**src/rtl/priority_encoder_pipe.sv**
```systemverilog
`default_nettype none
// ============================================================================
// Module   : priority_encoder_pipe
// Brief    : N-to-log2(N) priority encoder with a registered result stage and
//            a valid/ready handshake. The highest set request bit wins, and an
//            all-zero request is a valid transaction reported with any = 0.
// Options  : PRIORITY_ENCODER_ROUND_ROBIN_EN -- when defined, priority rotates.
//            The search starts just below the previous winner and wraps around.
// Revision : 1.0 - initial release
// ============================================================================
module priority_encoder_pipe #(
  parameter  int N = 8,
  localparam int W = $clog2(N)
) (
  input  logic         clk,
  input  logic         rst,
  input  logic         in_valid,
  output logic         in_ready,
  input  logic [N-1:0] req,
  output logic         out_valid,
  input  logic         out_ready,
  output logic [W-1:0] idx,
  output logic         any
);

  // --------------------------------------------------------------------------
  // Result stage registers
  // --------------------------------------------------------------------------
  logic         r_valid;
  logic [W-1:0] r_idx;
  logic         r_any;

  // --------------------------------------------------------------------------
  // Handshake
  // --------------------------------------------------------------------------
  logic w_accept;

  // The stage accepts a new input in the same cycle its current result drains.
  assign in_ready = !r_valid || out_ready;
  assign w_accept = in_valid && in_ready;

  // --------------------------------------------------------------------------
  // Search vector
  // In round-robin mode the request is rotated so that position N-1 of the
  // search vector holds req[ptr-1] and position 0 holds req[ptr]. An MSB-first
  // search over the rotated vector then visits ptr-1, ptr-2, ..., wrapping
  // through N-1 and ending at ptr. W-bit index arithmetic wraps modulo N
  // because N is a power of two.
  // --------------------------------------------------------------------------
  logic [N-1:0] w_search;
  logic [W-1:0] w_winner;

`ifdef PRIORITY_ENCODER_ROUND_ROBIN_EN
  logic [W-1:0] r_ptr;

  for (genvar j = 0; j < N; j++) begin : g_rot
    assign w_search[j] = req[W'(j) + r_ptr];
  end
`else
  assign w_search = req;
`endif

  // --------------------------------------------------------------------------
  // MSB-first priority tree (heap layout)
  // Node 1 is the root, and nodes N..2N-1 are the leaves, where leaf N+i is
  // search bit i. Each internal node n merges children 2n (lower half) and
  // 2n+1 (upper half). The upper child wins whenever it holds any set bit, so
  // the logic depth is log2(N) mux levels.
  // --------------------------------------------------------------------------
  logic [2*N-1:1] w_tv;
  logic [W-1:0]   w_tix [1:2*N-1];

  for (genvar i = 0; i < N; i++) begin : g_leaf
    assign w_tv[N+i]  = w_search[i];
    assign w_tix[N+i] = W'(i);
  end

  for (genvar n = 1; n < N; n++) begin : g_node
    assign w_tv[n]  = w_tv[2*n] | w_tv[2*n+1];
    assign w_tix[n] = w_tv[2*n+1] ? w_tix[2*n+1] : w_tix[2*n];
  end

  // When nothing is set, the root index falls through to the lowest leaf, which
  // is 0 in fixed mode. Rotated results are forced to 0 explicitly.
`ifdef PRIORITY_ENCODER_ROUND_ROBIN_EN
  assign w_winner = w_tv[1] ? (w_tix[1] + r_ptr) : '0;
`else
  assign w_winner = w_tix[1];
`endif

  // --------------------------------------------------------------------------
  // Result register: load on accept, clear valid on drain, otherwise hold.
  // --------------------------------------------------------------------------
  // Output stage update; reset discards any pending result.
  always_ff @(posedge clk) begin
    if (rst) begin
      r_valid <= 1'b0;
      r_idx   <= '0;
      r_any   <= 1'b0;
    end else if (w_accept) begin
      r_valid <= 1'b1;
      r_idx   <= w_winner;
      r_any   <= |req;
    end else if (r_valid && out_ready) begin
      r_valid <= 1'b0;
    end
  end

`ifdef PRIORITY_ENCODER_ROUND_ROBIN_EN
  // The pointer follows the last winner; empty requests leave it in place.
  always_ff @(posedge clk) begin
    if (rst) begin
      r_ptr <= '0;
    end else if (w_accept && (|req)) begin
      r_ptr <= w_winner;
    end
  end
`endif

  assign out_valid = r_valid;
  assign idx       = r_idx;
  assign any       = r_any;

endmodule
`default_nettype wire

```
**config.mk**
```make
export PLATFORM = sky130hd
export DESIGN_NAME = priority_encoder_pipe
export DESIGN_NICKNAME = d
export VERILOG_FILES = /design/src/rtl/priority_encoder_pipe.sv
export SDC_FILE = /design/constraint.sdc
export NUM_CORES = 1
export LEC_CHECK = 0
export BUFFER_PORTS_ARGS = -buffer_cell sky130_fd_sc_hd__clkbuf_2
export CAP_MARGIN = 20
export CORE_AREA = 2 2 39 41
export CTS_CLUSTER_SIZE = 30
export DETAILED_ROUTE_END_ITERATION = 8
export DIE_AREA = 0 0 41 43
export PLACE_DENSITY = 0.45
export SLEW_MARGIN = 20
export SYNTH_ARGS = -nofsm -noshare
export SYNTH_HDL_FRONTEND = slang
export SYNTH_SLANG_ARGS = --single-unit
```
**constraint.sdc**
```tcl
create_clock -name clk -period 1.1 [get_ports clk]
set_clock_uncertainty 0.2 [all_clocks]
set_input_delay 0.33 -clock clk [delete_from_list [all_inputs] [get_ports clk]]
set_output_delay 0.33 -clock clk [all_outputs]
set_load 0.02 [all_outputs]
```
* Yosys cells after proc, flatten, opt, wreduce, memory -nomap -nowiden
Cells that the tools add are included.
** Storage, ports and cells
- Output and inout bits :: 6
- Input port bits :: 12
- Bits in registers :: 5
** Cells by class
- Multiplexer cells :: 9
- Bitwise logic cells :: 4
- Reductions and logical operators :: 6
** Operator list (number)
- $mux 3 :: 3
- $reduce_or 8->1 :: 1
- $mux 1 :: 6
- $or 1x1->1 :: 4
- $logic_and 1x1->1 :: 2
- $reduce_bool 2->1 :: 1
- $logic_not 1->1 :: 1
- $logic_or 1x1->1 :: 1

* Depth between registers and ports, before layout
Gate-level depths: netlist of run 1.
- Depth after elaboration :: 4
- Mapped depth :: 4
- Mapped depth without buffers :: 3

* Worst setup path after synthesis of run 1
OpenSTA, ideal clock, no wires.
- Path kind :: reg2reg
- From :: reg r_valid, in the netlist out_valid
- To :: reg r_any, in the netlist any
- Required time :: 0.809 ns
- Setup slack :: -0.266 ns
- Library setup time :: 0.091 ns
- Buffers on the path :: 1
- Stages on the path, launching flop included :: 5
- Arrival :: 1.075 ns
- Clock period less this slack :: 1.366 ns
- Path through :: dfxtp_1 nand2b_1 clkbuf_2 and2_1 a311oi_1
** Between the ends
- Word-level cells in the longest chain between the ends :: 3
** RTL lines
- from (decl) :: line 29 : logic r_valid;
- from (signal assigned) :: line 97 : r_valid <= 1'b0;
- from (signal assigned) :: line 101 : r_valid <= 1'b1;
- from (signal assigned) :: line 105 : r_valid <= 1'b0;
- $logic_not 1->1 :: line 39 : assign in_ready = !r_valid || out_ready;
- $logic_or 1x1->1 :: line 39
- named net in_ready :: line 18 : output logic in_ready,
- $logic_and 1x1->1 :: line 40 : assign w_accept = in_valid && in_ready;
- to (signal assigned) :: line 103 : r_any <= |req;
- to (decl) :: line 31 : logic r_any;
The timed path passes the listed nets, and every way through them passes these cells.
A chain may end at the register's enable or synchronous reset.

* Worst setup path in the final report of run 1
- From :: reg r_valid, in the netlist out_valid
- To :: out in_ready
** Between the ends
- Word-level cells in the longest chain between the ends :: 2
** RTL lines (line)
- $logic_not 1->1 :: 39
- $logic_or 1x1->1 :: 39
- to (decl) :: 18
Every way passes these cells.

==> run summary, run 1 <==
Die height - 43 um
Post-route setup slack - -0.186 ns
Setup TNS - -1.17 ns
Cts bufs inserted - 3
Row Count - 14
RSZ-0062 raised after global routing - yes
Status - finished, violations left
Bufs and invs on worst path - 1
Tot GR Track Use - 8.43%
Required @ worst endpoint - 0.57 ns
Setup violators final - 10
Max FO, Critical Path - 2
HP Class - in2reg
Pre-antenna DRT Iters - 4
Net count, final - 67
Clock Tree Buf Depth - 2
Worst-margin pin slew - 0.366 ns
H-tree levels - 1
Area grow syn2layout - 124%
Critical path's largest stage delay - 0.34 ns
Hold WS - 0.141 ns
Cell Chain, Critical Path - nand2b_4 -> buf_8
Multi-input logic area - 169 um2
R2R Setup Slk - -0.10 ns
CP Launch Type - flip-flop
Clock Latency Late Sink - 0.24 ns
Final hold vios - 0
Syn Nets - 38
Hold Buf Count CTS - 0
Yosys warning count - 0
Top Usage Layer GRT - met4
Met2 Use GR - 10.3%
Final Cycle Share - 117%
Critical path class - reg2out
Max Freq - 778 MHz
Max-slew headroom - 75.4%
FF+latch area - 109 um2
Met3 Use GR - 0%
Largest net degree at the start of global routing - 7
Post-Syn Instances - 26
Routed wire length per instance - 8.63 um
Core area - 1380 um2
Sequential-to-total area share from yosys stat - 42.3%
Die area - 1760 um2
Initial Util - 17.1%
Failing checks - negative setup slack
Yosys reg bits - 5
Gr ovfl total - 0
Total of max-cap violations - 0
Clock Sinks - 5
Total power - 0.586 mW
Mapped cell area - 236 um2
DRT Wirelength - 604 um
Clk root buf - clkbuf_4
Port bufs - 17
Final Critical Period - 1.29 ns
Vias in the first global route - 267
Total number of vias - 316
Delay-heaviest family, CP - flip-flops
Syn Area/Cell - 9.10 um2
Fill cell count - 145
Die width - 41 um
Io pins - 18
Antenna violations before repair - 0
Post-route DRC - 0
DP Area - 400 um2
Power Dens Cells - 1110 nW/um2
Slew Viols, Final - 0
Design Area, Final - 529 um2
Worst vdd ir - 0.339 mV
Vias per cell - 4.51
Detail Route Antenna Nets - 0
CTS clk-pin slew, worst paths - 0.04 ns
Leakage - 0.234 nW
Crit end category - output port
Antenna diodes - 0
First-pass GRT wire length - 959 um
M1 GR Usage - 10.6%
Share of layout cells above drive strength 1 - 75.9%
Iter 0 DRT Violations - 3
Worst EP arrival - 0.76 ns
Synth cell types - 13
RD Place Congestion - 0.567
Slowest cell on crit path - dfxtp_2
CTS tree - done
[final cells by class]
type	count	share of cell area (%)
flip-flops and latches	5	20.6
clock buffers	4	4.96
repair buffers	25	37.4
inverters	2	1.42
well taps	16	3.78
multi-input cells	18	31.9
[flip-flops by register name, summed over array words and instances, names as in the netlist]
register   count
any            1
out_valid      1
idx            3
[layer usage]
layer / wire [um] / part of all wire, %
met5: 0 / 0
met4: 22 / 3.6
met3: 81 / 13
met2: 275 / 46
met1: 225 / 37
[synth_stat cells]
master,n,area share (%)
nor4_1,1,2.6
a21oi_1,6,13
nand2b_1,1,2.6
o21ai_1,2,4.2
dfxtp_1,5,42
nor2_1,1,1.6
nor4_4,1,9.0
inv_1,2,3.2
nor2b_1,1,2.6
and2_1,1,2.6
a311oi_1,3,11
clkbuf_2,1,2.1
a211oi_1,1,3.2
[repair_timing]
item                       CTS  global route
pin swaps                    0             1
setup endpoints to repair    8            10
gates resized for setup     15            12
buffers inserted             1             0
[worst register-to-register path, delay by kind of cell, from the launching register on]
kind            cells  cell delay (ns)
compound gates      1             0.18
buf+inv             1             0.15
flops               1             0.34
simple gates        2             0.24
[cell usage in the layout, fill, tap and decap left out]
| cell | netlist | routed |
|---|---|---|
| nor2b_1 | 1 | 1 |
| a311oi_2 | 0 | 3 |
| buf_8 | 0 | 5 |
| a21oi_4 | 0 | 1 |
| dfxtp_4 | 0 | 1 |
| a211oi_2 | 0 | 1 |
| nor4_4 | 1 | 1 |
| dfxtp_2 | 0 | 4 |
| clkbuf_1 | 0 | 1 |
| clkbuf_2 | 1 | 11 |
| a21oi_1 | 6 | 5 |
| nand2b_4 | 0 | 1 |
| nor4_1 | 1 | 1 |
| o21ai_1 | 2 | 2 |
| buf_4 | 0 | 8 |
| inv_1 | 2 | 2 |
| and2_4 | 0 | 1 |
| clkbuf_4 | 0 | 4 |
| nor2_1 | 1 | 1 |
[metrics by stage]
stage                     setup WS, ns  instances  utilization, %
after floorplan                 -0.147         26               -
after global placement          -0.289         65            28.9
after detailed placement        -0.307         65            28.9
after CTS                       -0.217         70            35.1
after global routing            -0.223         70            38.2
final                           -0.186         70            38.2
[path summary, 6_finish.rpt]
| check | start | to | depth (start not counted) |
|---|---|---|---|
| hold reg to reg | idx[2]$_SDFFE_PP0P_ | idx[2]$_SDFFE_PP0P_ | 2 |
| setup / recovery | out_valid$_SDFFE_PP0P_ | in_ready | 2 |
| setup reg to reg | out_valid$_SDFFE_PP0P_ | idx[1]$_SDFFE_PP0P_ | 4 |
| hold / removal | rst | idx[2]$_SDFFE_PP0P_ | 2 |
[cells by family (layout without fill, tap and decap cells)]
family                 count (synthesis)  count (layout)  synth area share (%)
AND/OR/NAND/NOR                        6               6                  21.2
AO/OA/AOI/OAI                         12              12                  31.2
flip-flops                             5               5                  42.3
buffers and inverters                  3              31                  5.29
[report_power, final]
part / total (mW) / switching, mW / internal [mW]
clock network: 0.206 / 0.0696 / 0.137
registers: 0.213 / 0.0137 / 0.199
logic: 0.167 / 0.0718 / 0.0948
Note: power is estimated with default switching activity, not from simulation.
==> inputs of run 2 (changes only) <==
--- a/config.mk
+++ b/config.mk
@@ -11,7 +11,7 @@
 export CTS_CLUSTER_SIZE = 30
 export DETAILED_ROUTE_END_ITERATION = 8
 export DIE_AREA = 0 0 41 43
-export PLACE_DENSITY = 0.45
+export PLACE_DENSITY = 0.44
 export SLEW_MARGIN = 20
 export SYNTH_ARGS = -nofsm -noshare
 export SYNTH_HDL_FRONTEND = slang
==> constraint.sdc (replaced) <==
create_clock -name clk -period 1.6 [get_ports clk]
set_clock_uncertainty 0.2 [all_clocks]
set_input_delay 0.48 -clock clk [delete_from_list [all_inputs] [get_ports clk]]
set_output_delay 0.48 -clock clk [all_outputs]
set_load 0.02 [all_outputs]
==> run summary, run 2 (synthesized netlist as in run 1, its figures left out) <==
CP Launch Type - primary input
M1 GR Usage - 9.58% (-0.99 points)
Total number of vias - 268 (-15%)
Most common cell after layout, fill and taps aside - clkbuf_2
Clock Sinks - 5 (unchanged)
Required @ worst endpoint - 0.92 ns (+0.35 ns)
Port bufs - 17 (unchanged)
Total power - 0.358 mW (-39%)
Core area - 1380 um2 (unchanged)
Final Critical Period - 1.56 ns
CTS clk-pin slew, worst paths - 0.04 ns (about the same)
Clock Latency Late Sink - 0.24 ns (about the same)
Setup violators final - 0 (-10)
Total of max-cap violations - 0 (unchanged)
Max-slew headroom - 81.1% (+5.7 points)
Area grow syn2layout - 65.6%
Final hold vios - 0 (unchanged)
Met2 Use GR - 8.75% (-1.6 points)
Tot GR Track Use - 7.92% (-0.51 points)
Status - complete, no violations
RD Place Congestion - 0.602 (+6.2%)
HPWL after detailed placement - 498 um
Antenna violations before repair - 0 (unchanged)
DRT Wirelength - 602 um (-0.33%)
Max FFs per register - 3 (unchanged)
Vias per cell - 4.12 (-8.7%)
Setup TNS - 0 ns (+1.17 ns)
Met3 Use GR - 1.57% (+1.6 points)
Gr ovfl total - 0 (unchanged)
Slew Viols, Final - 0 (unchanged)
Routed wire length per instance - 9.26 um (+7.3%)
Clk root buf - clkbuf_4
Post-route DRC - 0 (unchanged)
Detail Route Antenna Nets - 0 (unchanged)
Post-CTS setup buffers - 0 (-1)
CTS tree - done
Antenna diodes - 0 (unchanged)
Worst EP arrival - 0.88 ns (+0.12 ns)
HP Class - in2reg
Util after Layout - 28.3% (-9.9 points)
Fill cell count - 161 (+11%)
Power Dens Cells - 915 nW/um2 (-17%)
Initial Util - 17.1% (unchanged)
Die area - 1760 um2 (unchanged)
Row Count - 14 (unchanged)
Leakage - 0.181 nW (-23%)
Top Usage Layer GRT - met4
H-tree levels - 1 (unchanged)
Share of layout cells above drive strength 1 - 49.0% (-27 points)
Die height - 43 um (unchanged)
Most frequent cells in the layout - clkbuf_2 (16), a21oi_1 (6), dfxtp_1 (5)
Largest net degree at the start of global routing - 7 (unchanged)
Cts bufs inserted - 3 (unchanged)
Max Freq - 643 MHz
Worst-margin pin slew - 0.280 ns (-0.0854 ns)
Die width - 41 um (unchanged)
Max FO, Critical Path - 3 (+1)
Io pins - 18 (unchanged)
Final Cycle Share - 97.2%
First-pass GRT wire length - 855 um (-11%)
Clock Tree Buf Depth - 2 (unchanged)
Worst vdd ir - 0.201 mV (-41%)
Iter 0 DRT Violations - 3 (unchanged)
Hold Buf Count CTS - 0 (unchanged)
RSZ-0062 raised after global routing - no
Vias in the first global route - 228 (-15%)
Net count, final - 62 (-7.5%)
Crit end category - output port
Critical path class - in2out
Pre-antenna DRT Iters - 3 (-1)
## run 2: area by class of cell
| type | count | area [um2] | share of cell area, % |
|---|---|---|---|
| sequential | 5 | 100 | 25.6 |
| timing repair buffer | 20 | 114 | 29.1 |
| multi-input combinational | 18 | 124 | 31.6 |
| clock buffer | 4 | 26.3 | 6.71 |
| tap | 16 | 20.0 | 5.11 |
| inverter | 2 | 7.51 | 1.92 |
## run 2: routing by layer
layer  wire length [um]  vias to the layer above  part of all wire [%]
met5                  0                        -                     0
met4                  0                        0                     0
met3                 49                        0                   8.1
met2                251                       16                    42
met1                301                      105                    50
li1                   -                      147                     -
## run 2: repair_timing
action	4_1_cts	5_1_grt
hold endpoints to repair	0	0
endpoints found under the setup margin	0	1
resized for setup	0	3
## run 2: per-stage QoR
| stage | hold WS, ns | setup WS (ns) | cells | instance area, um2 |
|---|---|---|---|---|
| after CTS | 0.267 | 0.0269 | 65 | 385 |
| after global routing | 0.273 | 0.00659 | 65 | 392 |
| after detailed placement | 0.329 | 0.0259 | 61 | 359 |
| after global placement | 0.323 | 0.0228 | 61 | 359 |
| after floorplan | 0.349 | 0.128 | 26 | 236 |
| final | 0.276 | 0.0443 | 65 | 392 |
## run 2: worst max-delay path, cell delays in order
cell      delay [ns]
clkbuf_2        0.07
nand2b_1        0.17
buf_6           0.15
## run 2: final timing paths
check / cells past startpoint / slack [ns] / start / end
max: 3 / 0.04 / out_ready / in_ready
min: 2 / 0.28 / rst / idx[0]$_SDFFE_PP0P_
max reg2reg: 4 / 0.32 / out_valid$_SDFFE_PP0P_ / idx[1]$_SDFFE_PP0P_
min reg2reg: 2 / 0.33 / idx[0]$_SDFFE_PP0P_ / idx[0]$_SDFFE_PP0P_
## run 2: power by group
group          internal, mW  leakage [nW]  switching, mW
registers             0.135        0.0418        0.00479
clock network        0.0942        0.0150         0.0502
logic                0.0328         0.124         0.0413
total                 0.262         0.181         0.0963
